**config.mk**
```make
export PLATFORM = sky130hd
export DESIGN_NAME = encoder_8_3_seq
export DESIGN_NICKNAME = d
export VERILOG_FILES = /design/src/rtl/encoder_8_3_seq.sv
export SDC_FILE = /design/constraint.sdc
export NUM_CORES = 1
export LEC_CHECK = 0
export BUFFER_PORTS_ARGS = -buffer_cell sky130_fd_sc_hd__buf_4
export CORE_AREA = 2 2 39 41
export DETAILED_ROUTE_END_ITERATION = 16
export DIE_AREA = 0 0 41 43
export PLACE_DENSITY = 0.65
export SLEW_MARGIN = 10
export SYNTH_ARGS = -nofsm -noshare
export SYNTH_HDL_FRONTEND = slang
export SYNTH_SLANG_ARGS = --single-unit
export TNS_END_PERCENT = 1
```
**constraint.sdc**
```tcl
create_clock -name clk -period 3.4 [get_ports clk]
set_input_delay 0.68 -clock clk [delete_from_list [all_inputs] [get_ports clk]]
set_output_delay 0.68 -clock clk [all_outputs]
set_load 0.01 [all_outputs]
```
**src/rtl/encoder_8_3_seq.sv**
```systemverilog
// 8-to-3 priority encoder (active-low request lines) feeding a small output FIFO.
// Optional one-hot checking with sticky err is enabled by defining ENCODER_ONEHOT_CHECK_EN.
module encoder_8_3_seq #(
    parameter int FIFO_DEPTH = 2
) (
    input  logic       clk,
    input  logic       rst_n,
    input  logic [7:0] enc_in,
    input  logic       in_valid,
    output logic       in_ready,
    output logic [2:0] enc_out,
    output logic       out_valid,
    input  logic       out_ready,
    output logic       err,
    input  logic       err_clr
);

    localparam int AW = $clog2(FIFO_DEPTH);
    localparam logic [AW:0] FULL_COUNT = (AW+1)'(FIFO_DEPTH);

    logic [2:0]    mem [FIFO_DEPTH];
    logic [AW-1:0] wr_ptr;
    logic [AW-1:0] rd_ptr;
    logic [AW:0]   count;
    logic [7:0]    low;
    logic [2:0]    prio_code;
    logic          accept;
    logic          pop;
    logic          push;

    assign low = ~enc_in;

    // Scanning downward lets the lowest asserted line overwrite the result last.
    always_comb begin
        prio_code = 3'd0;
        for (int k = 7; k >= 0; k--) begin
            if (low[k]) prio_code = 3'(7 - k);
        end
    end

    assign in_ready  = (count != FULL_COUNT);
    assign out_valid = (count != '0);
    assign enc_out   = out_valid ? mem[rd_ptr] : 3'd0;
    assign accept    = in_valid && in_ready;
    assign pop       = out_valid && out_ready;

`ifdef ENCODER_ONEHOT_CHECK_EN
    logic none_low;
    logic multi_low;
    logic err_event;
    logic err_q;

    assign none_low  = (low == 8'd0);
    assign multi_low = ((low & (low - 8'd1)) != 8'd0);
    assign push      = accept && !none_low;
    assign err_event = accept && (none_low || multi_low);
    assign err       = err_q;

    // A fresh error takes priority over a clear arriving in the same cycle.
    always_ff @(posedge clk or negedge rst_n) begin
        if (!rst_n) begin
            err_q <= 1'b0;
        end else if (err_event) begin
            err_q <= 1'b1;
        end else if (err_clr) begin
            err_q <= 1'b0;
        end
    end
`else
    logic unused_err_clr;

    assign push           = accept;
    assign err            = 1'b0;
    assign unused_err_clr = err_clr;
`endif

    always_ff @(posedge clk or negedge rst_n) begin
        if (!rst_n) begin
            wr_ptr <= '0;
            rd_ptr <= '0;
            count  <= '0;
        end else begin
            if (push) wr_ptr <= wr_ptr + 1'b1;
            if (pop)  rd_ptr <= rd_ptr + 1'b1;
            case ({push, pop})
                2'b10:   count <= count + 1'b1;
                2'b01:   count <= count - 1'b1;
                default: count <= count;
            endcase
        end
    end

    // Storage needs no reset: enc_out is forced to zero whenever the buffer is empty.
    always_ff @(posedge clk) begin
        if (push) mem[wr_ptr] <= prio_code;
    end

endmodule

```
==> impl_metrics.csv, run 1 <==
group,metric,value,unit
timing,fmax,530,MHz
placed_design,portBuffers,15,
yosys,syn_nets,56,
power_and_ir_drop,finalPower,0.497,mW
yosys,synth_top_area_frac,0.375,
clock_tree,cts-resized-gates,0,
detailed_routing,via_per_inst,4.53,
detailed_routing,routed_wl,752,um
yosys,ys_seq_area_frac,0.583,
cells_and_area,stdcell_area,627,um^2
clock_tree,cts_root_buf,"clkbuf_4",
critical_path,r2r-start,"count[0]",
die,die_area,0.00176,mm^2
detailed_routing,vias,340,
critical_path,crit_required,2.72,ns
clock_tree,cts_htree_levels,1,
yosys,synth_edf_count,6,
yosys,syn_avg_cell_area,11.4,um^2
clock_tree,cts_setup_buffers,0,
die,start_util,0.347,
timing,fin_crit,1.89,ns
cells_and_area,drive_gt1_frac,0.339,
cells_and_area,final_common_cell,"buf_4",
grt,grt_start_max_net_pins,7,
critical_path,worstSetupStartpointType,"flip-flop",
grt,grt_antenna_before_repair,0,
cells_and_area,areaGrowthSynthToFinish,30.5,%
critical_path,worst_path_max_delay_cell,"dfrtp_1",
die,core,0.00138,mm^2
cells_and_area,final_util,0.453,
job,maxCapViolCount,0,
placed_design,gp_congestion,0.698,
yosys,ys_types,19,
grt,overflow,0,
timing,finalCritPeriodShare,0.555,
clock_tree,cts_hold_buf,0,
critical_path,arrival,1.21,ns
detailed_routing,wl_per_cell,10.0,um
die,io_pins,19,
cells_and_area,n_fill_cell,135,
timing,rsz0062_at_grt,"no",
power_and_ir_drop,powerDensity,792,mW/mm^2
critical_path,worstRegToRegCells,5,
timing,setup_violations,0,
clock_tree,cts_tree,"done",
yosys,yosys_warnings,0,
yosys,synthFlopType,"edfxtp_1",
clock_tree,worstSkewPairLatency,0.26,ns
yosys,syn_area,480,um^2
cells_and_area,layout.cells.non_filler,75,
yosys,syn_inst,42,
yosys,synth.area.top_cells,"edfxtp_1, dfrtp_1, mux2i_1",
timing,timing.hold.ws,0.201,ns
yosys,async_reset_ff_frac,0.400,
critical_path,worstPathMaxFanout,5,
clock_tree,ctsLongestPathBuffers,2,
critical_path,cp_cell_sequence,"nor2_1 > nor2_1 > buf_4",
cells_and_area,nNetsFinal,74,
clock_tree,numCtsBuffers,3,
clock_tree,path_clk_slew,0.06,ns
run_status,status,"complete, no violations",
timing,finalSetupTns,0,ns
cells_and_area,antennaDiodeCount,0,
power_and_ir_drop,leakage,0.280,nW
grt,grt_pass1_vias,313,
power_and_ir_drop,ir_drop,0.310,mV
critical_path,r2r_slack,1.89,ns
detailed_routing,drtIter0Drc,4,
critical_path,end_kind,"output pin",
grt,track_usage,0.113,
yosys,synth_seq_cells,10,
die,dieWidth,41,um
timing,slew_viol_final,0,
critical_path,max_stage_delay,0.42,ns
timing,fin_ws,1.51,ns
clock_tree,cts.sinks,10,
cells_and_area,final_cell_mix,"buf_4, nor2_1, edfxtp_1",
die,die_h,43,um
die,rows,14,
critical_path,crit_top_cell,"nor2_1",
placed_design,postPlaceCellArea,601,um^2
timing,hold_viol,0,
min_path,hp-class,"input port to async pin",
cells_and_area,multiInputGateArea,176,um^2
grt,grt_pass1_wl,1.26,mm
cells_and_area,seq_area,280,um^2
placed_design,placed_cells,71,
timing,fin_skew,0.00364,ns
critical_path,criticalPathCategory,"flip-flop to output pin",
detailed_routing,remaining_drc_errors,0,
detailed_routing,ant_nets,0,
detailed_routing,dr.pass1.iters,4,
placed_design,dpl.hpwl,623,um
critical_path,reg2reg_to,"count[1]",
placed_design,pre_cts_ws,1.75,ns
yosys,yosysTopAreaCell,"edfxtp_1",
-- logic make-up after synthesis --
logic type,share of synthesized area
and+or+nand+nor,0.141
adders and majority gates,0.0260
AOI/OAI and AO/OA,0.0391
DFF,0.583
xor gates and xnor gates,0.0912
other,0.00781
muxes,0.0625
buffers and inverters,0.0495
-- layout make-up --
type	instances	area share
Clock buffer	4	0.0419
Multi-Input combinational cell	27	0.281
Sequential cell	10	0.447
Inverter	3	0.0180
Tap cell	16	0.0319
Timing Repair Buffer	15	0.180
-- registers in the layout, indices dropped and copies added, names as in the netlist --
register and count:
rd_ptr 1, mem 6, count 2, wr_ptr 1
-- power breakdown --
group / switching (mW) / total, mW / internal, mW
clock: 0.0391 / 0.0845 / 0.0453
combinational: 0.0953 / 0.206 / 0.111
sequential: 0.0329 / 0.206 / 0.173
total: 0.167 / 0.497 / 0.329
-- metal layers --
| metal | track usage | vias up | routed length [um] |
|---|---|---|---|
| met5 | 0 | - | 0 |
| li1 | - | 172 | - |
| met3 | 0.0366 | 2 | 50 |
| met2 | 0.144 | 13 | 371 |
| met1 | 0.137 | 153 | 315 |
| met4 | 0.120 | 0 | 14 |
-- Yosys cell counts, drive strengths merged (2+ instances only) --
cell type and number:
edfxtp 6, nor2 6, dfrtp 4, inv 3, mux2i 3, xnor2 3, nand2 2, nand3 2
o21ai 2, xor2 2
-- critical path, delay by kind of cell (launching register included) --
family | cells | cell delay (ns)
buf+inv | 1 | 0.15
flops | 1 | 0.42
simple gates | 2 | 0.38
-- worst max-delay path by stage --
stage / slack (ns) / to / cells past startpoint / startpoint
after floorplan: 1.94 / count[1] / 4 / out_ready
after global placement: 1.79 / enc_out[1] / 3 / count[0]
after detailed placement: 1.75 / count[1] / 5 / out_ready
after CTS: 1.49 / enc_out[1] / 3 / count[0]
after global routing: 1.44 / enc_out[2] / 3 / count[0]
final: 1.51 / enc_out[1] / 3 / count[0]
No activity file was read; power rests on OpenSTA's default activity.
==> inputs of run 2 (changes only) <==
Clock period 3.4 ns to 1.8 ns, I/O delays scaled along.
==> run 2 against run 1 <==
  * Sequential share of layout area down 1.9 points
  * Utilization rose by 2.0 points
  * Setup slack worse by 1.3 ns
  * Sequential cell count did not move
  * Cell count increased by 2.7%
  * Register-to-register slack worse by 1.5 ns
  * Global-route usage is 0.43 points lower
  * Sequential power up 89%
  * Combinational power grew 97%
  * Largest cell class unchanged
  * Highest routed layer unchanged
==> impl_metrics.csv, run 2 (synthesized netlist as in run 1, its figures left out) <==
group,metric,value,unit
die,core,0.00138,mm^2
detailed_routing,drtIter0Drc,4,
clock_tree,numCtsBuffers,3,
timing,setup_violations,0,
min_path,hp-class,"input port to flip-flop",
cells_and_area,stdcell_area,654,um^2
min_path,whs_path_depth,2,
clock_tree,cts_tree,"done",
grt,grtUsageMet2,0.147,
clock_tree,cts-resized-gates,0,
grt,track_usage,0.109,
power_and_ir_drop,powerDensity,1510,mW/mm^2
critical_path,critPathTopFamily,"flip-flops",
critical_path,worst_path_max_delay_cell,"dfrtp_1",
clock_tree,worstSkewPairLatency,0.26,ns
power_and_ir_drop,clkPwrFrac,0.195,
critical_path,arrival,1.20,ns
cells_and_area,layout.cells.non_filler,77,
die,io_pins,19,
timing,fin_crit,1.56,ns
grt,grt_start_max_net_pins,7,
die,rows,14,
die,die_area,0.00176,mm^2
clock_tree,cts_htree_levels,1,
power_and_ir_drop,finalPower,0.989,mW
grt,use_met3,0.0314,
timing,timing.hold.ws,0.412,ns
timing,finalCritPeriodShare,0.865,
power_and_ir_drop,p_comb_frac,0.411,
die,start_util,0.347,
critical_path,worstSetupStartpointType,"flip-flop",
placed_design,placed_cells,72,
detailed_routing,via_per_inst,4.47,
cells_and_area,antennaDiodeCount,0,
grt,overflow,0,
grt,grt.busiest_layer,"met2",
clock_tree,path_clk_slew,0.07,ns
cells_and_area,largestRegisters,"mem: 6 flops, count: 2 flops",
grt,grt_pass1_wl,1.24,mm
placed_design,portBuffers,15,
grt,grt_pass1_vias,318,
clock_tree,ctsLongestPathBuffers,2,
critical_path,r2r_slack,0.38,ns
power_and_ir_drop,seqPwrFrac,0.394,
critical_path,cp.depth,4,
critical_path,crit_required,1.44,ns
cells_and_area,nNetsFinal,76,
cells_and_area,areaGrowthSynthToFinish,36.2,%
detailed_routing,ant_nets,0,
timing,slew_viol_final,0,
timing,finalSetupTns,0,ns
placed_design,postPlaceCellArea,608,um^2
critical_path,criticalPathCategory,"flip-flop to output pin",
detailed_routing,routed_wl,733,um
power_and_ir_drop,ir_drop,0.611,mV
placed_design,gp_congestion,0.698,
power_and_ir_drop,switching_share,0.318,
detailed_routing,remaining_drc_errors,0,
timing,hold_viol,0,
critical_path,worstRegToRegCells,5,
power_and_ir_drop,p_switching,0.315,mW
die,dieWidth,41,um
die,die_h,43,um
timing,fin_skew,0.00594,ns
grt,grt_antenna_before_repair,0,
grt,grtUsageMet1,0.132,
detailed_routing,vias,344,
cells_and_area,final_common_cell,"buf_4",
detailed_routing,wl_per_cell,9.52,um
cells_and_area,regMostFlops,"mem",
power_and_ir_drop,leakage,0.295,nW
cells_and_area,largest_reg_flops,6,
job,maxCapViolCount,0,
placed_design,dpl.hpwl,616,um
critical_path,cp_cell_sequence,"nor2_1 > buf_4 > nor2_1 > buf_4",
critical_path,worstPathBufferInverterCount,2,
timing,fmax,642,MHz
cells_and_area,final_cell_mix,"buf_4, nor2_1, edfxtp_1",
cells_and_area,drive_gt1_frac,0.361,
detailed_routing,dr.pass1.iters,3,
cells_and_area,n_fill_cell,124,
power_and_ir_drop,p_int,0.674,mW
clock_tree,cts.sinks,10,
clock_tree,cts_root_buf,"clkbuf_4",
timing,rsz0062_at_grt,"no",
critical_path,worstPathMaxFanout,4,
run_status,status,"complete, no violations",
critical_path,max_stage_delay,0.43,ns
critical_path,end_kind,"output pin",
run 2: changes by cell type in the layout (fill, tap and decap cells not counted):
cell,delta
buf_4,+1
clkbuf_1,-1
clkbuf_8,+1
dlygate4sd3_1,+1
run 2: final timing paths:
| kind | start | end |
|---|---|---|
| min in group asynchronous | rst_n | count[0] |
| setup / recovery | count[0] | enc_out[0] |
| hold / removal | enc_in[0] | mem[0][2] |
| hold reg to reg | wr_ptr | wr_ptr |
| max in group asynchronous | rst_n | wr_ptr |
| setup reg to reg | count[0] | count[1] |
run 2: what timing repair did:
action / in CTS / in global routing
setup buffers: 0 / 0
hold buffers: 1 / 0
endpoints found under the setup margin: 0 / 0
endpoints found under the hold margin: 4 / 0
run 2: per-layer routing:
| metal | share of wire | vias up |
|---|---|---|
| met3 | 0.059 | 2 |
| li1 | - | 178 |
| met5 | 0 | - |
| met1 | 0.43 | 151 |
| met4 | 0.026 | 0 |
| met2 | 0.49 | 13 |
run 2: through the flow:
step	util	worst slack (ns)
2_1_floorplan	-	0.433
3_3_place_gp	0.439	0.443
3_5_place_dp	0.439	0.391
4_1_cts	0.473	0.223
5_1_grt	0.473	0.164
6_report	0.473	0.243
run 2: area by class of cell:
cell class	instances	area (um^2)	share of cell area
clock buffer	4	36.3	0.0554
inverter	3	11.3	0.0172
multi-input combinational	27	176	0.270
sequential	10	280	0.428
tap	16	20.0	0.0306
timing repair buffer	17	130	0.199
run 2: worst reg2reg max path: stages, from the launching register on:
cell	delay, ns
dfrtp_1	0.42
nand2b_1	0.18
nand2_1	0.11
ha_1	0.34
nor2_1	0.14
xor2_1	0.16
run 2: power by group through the flow:
stage | sequential [mW] | combinational (mW) | clock [mW]
4_1_cts | 0.391 | 0.416 | 0.197
3_5_place_dp | 0.395 | 0.411 | 0
5_1_grt | 0.401 | 0.451 | 0.201
3_3_place_gp | 0.392 | 0.402 | 0
6_report | 0.390 | 0.406 | 0.192
2_1_floorplan | 0.366 | 0.274 | 0
==> inputs of run 3 (changes only) <==
Settings changed: CORE_AREA 2 2 39 41 to not set, CORE_MARGIN set to 10, CORE_UTILIZATION set to 25, DIE_AREA 0 0 41 43 to not set, PLACE_DENSITY 0.65 to 0.5.
==> run 3 against run 2 <==
  * Power shrank 4.0%
  * Setup slack lost 0.0042 ns
  * Utilization shrank 11 points
  * Critical endpoint is now enc_out[1]
  * Largest power group unchanged
==> impl_metrics.csv, run 3 (synthesized netlist as in run 1, its figures left out) <==
group,metric,value,unit
min_path,hp-class,"input port to flip-flop",
clock_tree,worstSkewPairLatency,0.26,ns
timing,setup_violations,0,
power_and_ir_drop,powerDensity,1450,mW/mm^2
clock_tree,cts.sinks,10,
job,maxCapViolCount,0,
cells_and_area,nNetsFinal,76,
timing,fmax,641,MHz
power_and_ir_drop,ir_drop,0.411,mV
critical_path,crit_required,1.44,ns
detailed_routing,remaining_drc_errors,0,
grt,track_usage,0.0502,
die,rows,15,
placed_design,placed_cells,81,
clock_tree,cts_hold_buf,1,
die,dieWidth,63.8,um
placed_design,portBuffers,15,
timing,fin_ws,0.239,ns
grt,overflow,0,
timing,rsz0062_at_grt,"no",
detailed_routing,wl_per_cell,10.4,um
clock_tree,cts-resized-gates,0,
critical_path,worstRegToRegCells,5,
critical_path,worstSetupStartpointType,"flip-flop",
detailed_routing,drtIter0Drc,8,
clock_tree,cts_root_buf,"clkbuf_4",
detailed_routing,drt-met1-wl,376,um
grt,grt_start_max_net_pins,7,
detailed_routing,ant_nets,0,
grt,grt_pass1_vias,374,
clock_tree,cts_setup_buffers,0,
critical_path,critPathCapture,"enc_out[1]",
placed_design,gp_congestion,0.660,
detailed_routing,wl_met2,391,um
detailed_routing,dr_wl_met3,109,um
cells_and_area,stdcell_area,656,um^2
critical_path,arrival,1.20,ns
critical_path,r2r-start,"count[0]",
cells_and_area,final_util,0.368,
cells_and_area,final_common_cell,"buf_4",
critical_path,r2r_slack,0.40,ns
grt,grt_pass1_wl,1.59,mm
grt,grt_antenna_before_repair,0,
detailed_routing,routed_wl,897,um
cells_and_area,antennaDiodeCount,0,
detailed_routing,top_layer,"met4",
timing,slew_viol_final,0,
cells_and_area,final_cell_mix,"buf_4, nor2_1, edfxtp_1",
cells_and_area,regMostFlops,"mem",
detailed_routing,via_per_inst,4.07,
cells_and_area,n_fill_cell,190,
timing,finalCritPeriodShare,0.867,
detailed_routing,dr.pass1.iters,2,
timing,fin_crit,1.56,ns
timing,finalSetupTns,0,ns
critical_path,criticalPathCategory,"flip-flop to output pin",
die,start_util,0.269,
timing,fin_skew,0.00410,ns
placed_design,dpl.hpwl,765,um
clock_tree,numCtsBuffers,3,
power_and_ir_drop,leakage,0.290,nW
cells_and_area,largestRegisters,"mem: 6 flops, count: 2 flops",
timing,hold_viol,0,
critical_path,worstPathMaxFanout,4,
detailed_routing,vias,350,
die,io_pins,19,
run_status,status,"complete, no violations",
die,die_h,63.8,um
clock_tree,path_clk_slew,0.06,ns
die,core,0.00178,mm^2
placed_design,postPlaceCellArea,619,um^2
die,die_area,0.00408,mm^2
clock_tree,cts_htree_levels,1,
critical_path,crit_start,"count[0]",
cells_and_area,layout.cells.non_filler,86,
critical_path,reg2reg_to,"count[1]",
cells_and_area,drive_gt1_frac,0.344,
cells_and_area,areaGrowthSynthToFinish,36.5,%
placed_design,pre_cts_ws,0.411,ns
cells_and_area,largest_reg_flops,6,
clock_tree,cts_tree,"done",
clock_tree,ctsLongestPathBuffers,2,
critical_path,end_kind,"output pin",
run 3: where the power goes:
group | internal (mW) | switching (mW) | total (mW) | leakage (nW)
clock network | 0.0798 | 0.0718 | 0.152 | 0.0154
logic | 0.225 | 0.182 | 0.407 | 0.176
registers | 0.327 | 0.0631 | 0.390 | 0.0984
total | 0.632 | 0.317 | 0.950 | 0.290
run 3: worst min-delay path by stage:
stage / cells past startpoint / slack (ns) / startpoint / endpoint
detailed placement: 1 / 0.16 / rst_n / count[0]
finish: 2 / 0.41 / enc_in[0] / mem[0][2]
CTS: 2 / 0.41 / enc_in[0] / mem[0][2]
global placement: 1 / 0.16 / rst_n / count[0]
global route: 2 / 0.43 / rst_n / count[0]
floorplan: 0 / 0.06 / rst_n / count[0]
run 3: through the flow:
step	hold slack [ns]	total power [mW]
finish	0.414	0.950
global route	0.432	1.04
CTS	0.413	0.968
detailed placement	0.161	0.809
global placement	0.159	0.806
floorplan	0.0644	0.641
run 3: area by class of cell:
class	instances	area (um^2)	area share
flip-flops and latches	10	280	0.427
multi-input cells	27	176	0.269
repair buffers	17	130	0.198
well taps	25	31.3	0.0477
clock buffers	3	22.5	0.0344
inverters	3	11.3	0.0172
clock inverters	1	3.75	0.00573
run 3: metal layers:
metal,GRT usage,vias to the layer above
met4,0.0492,0
met1,0.0538,158
met2,0.0647,14
li1,-,176
met5,0,-
met3,0.0314,2
run 3: critical path, cell delays in order (launching register included):
cell     delay, ns
dfrtp_1       0.42
nor2_1        0.19
buf_4         0.15
nor2_1        0.04
buf_4         0.14
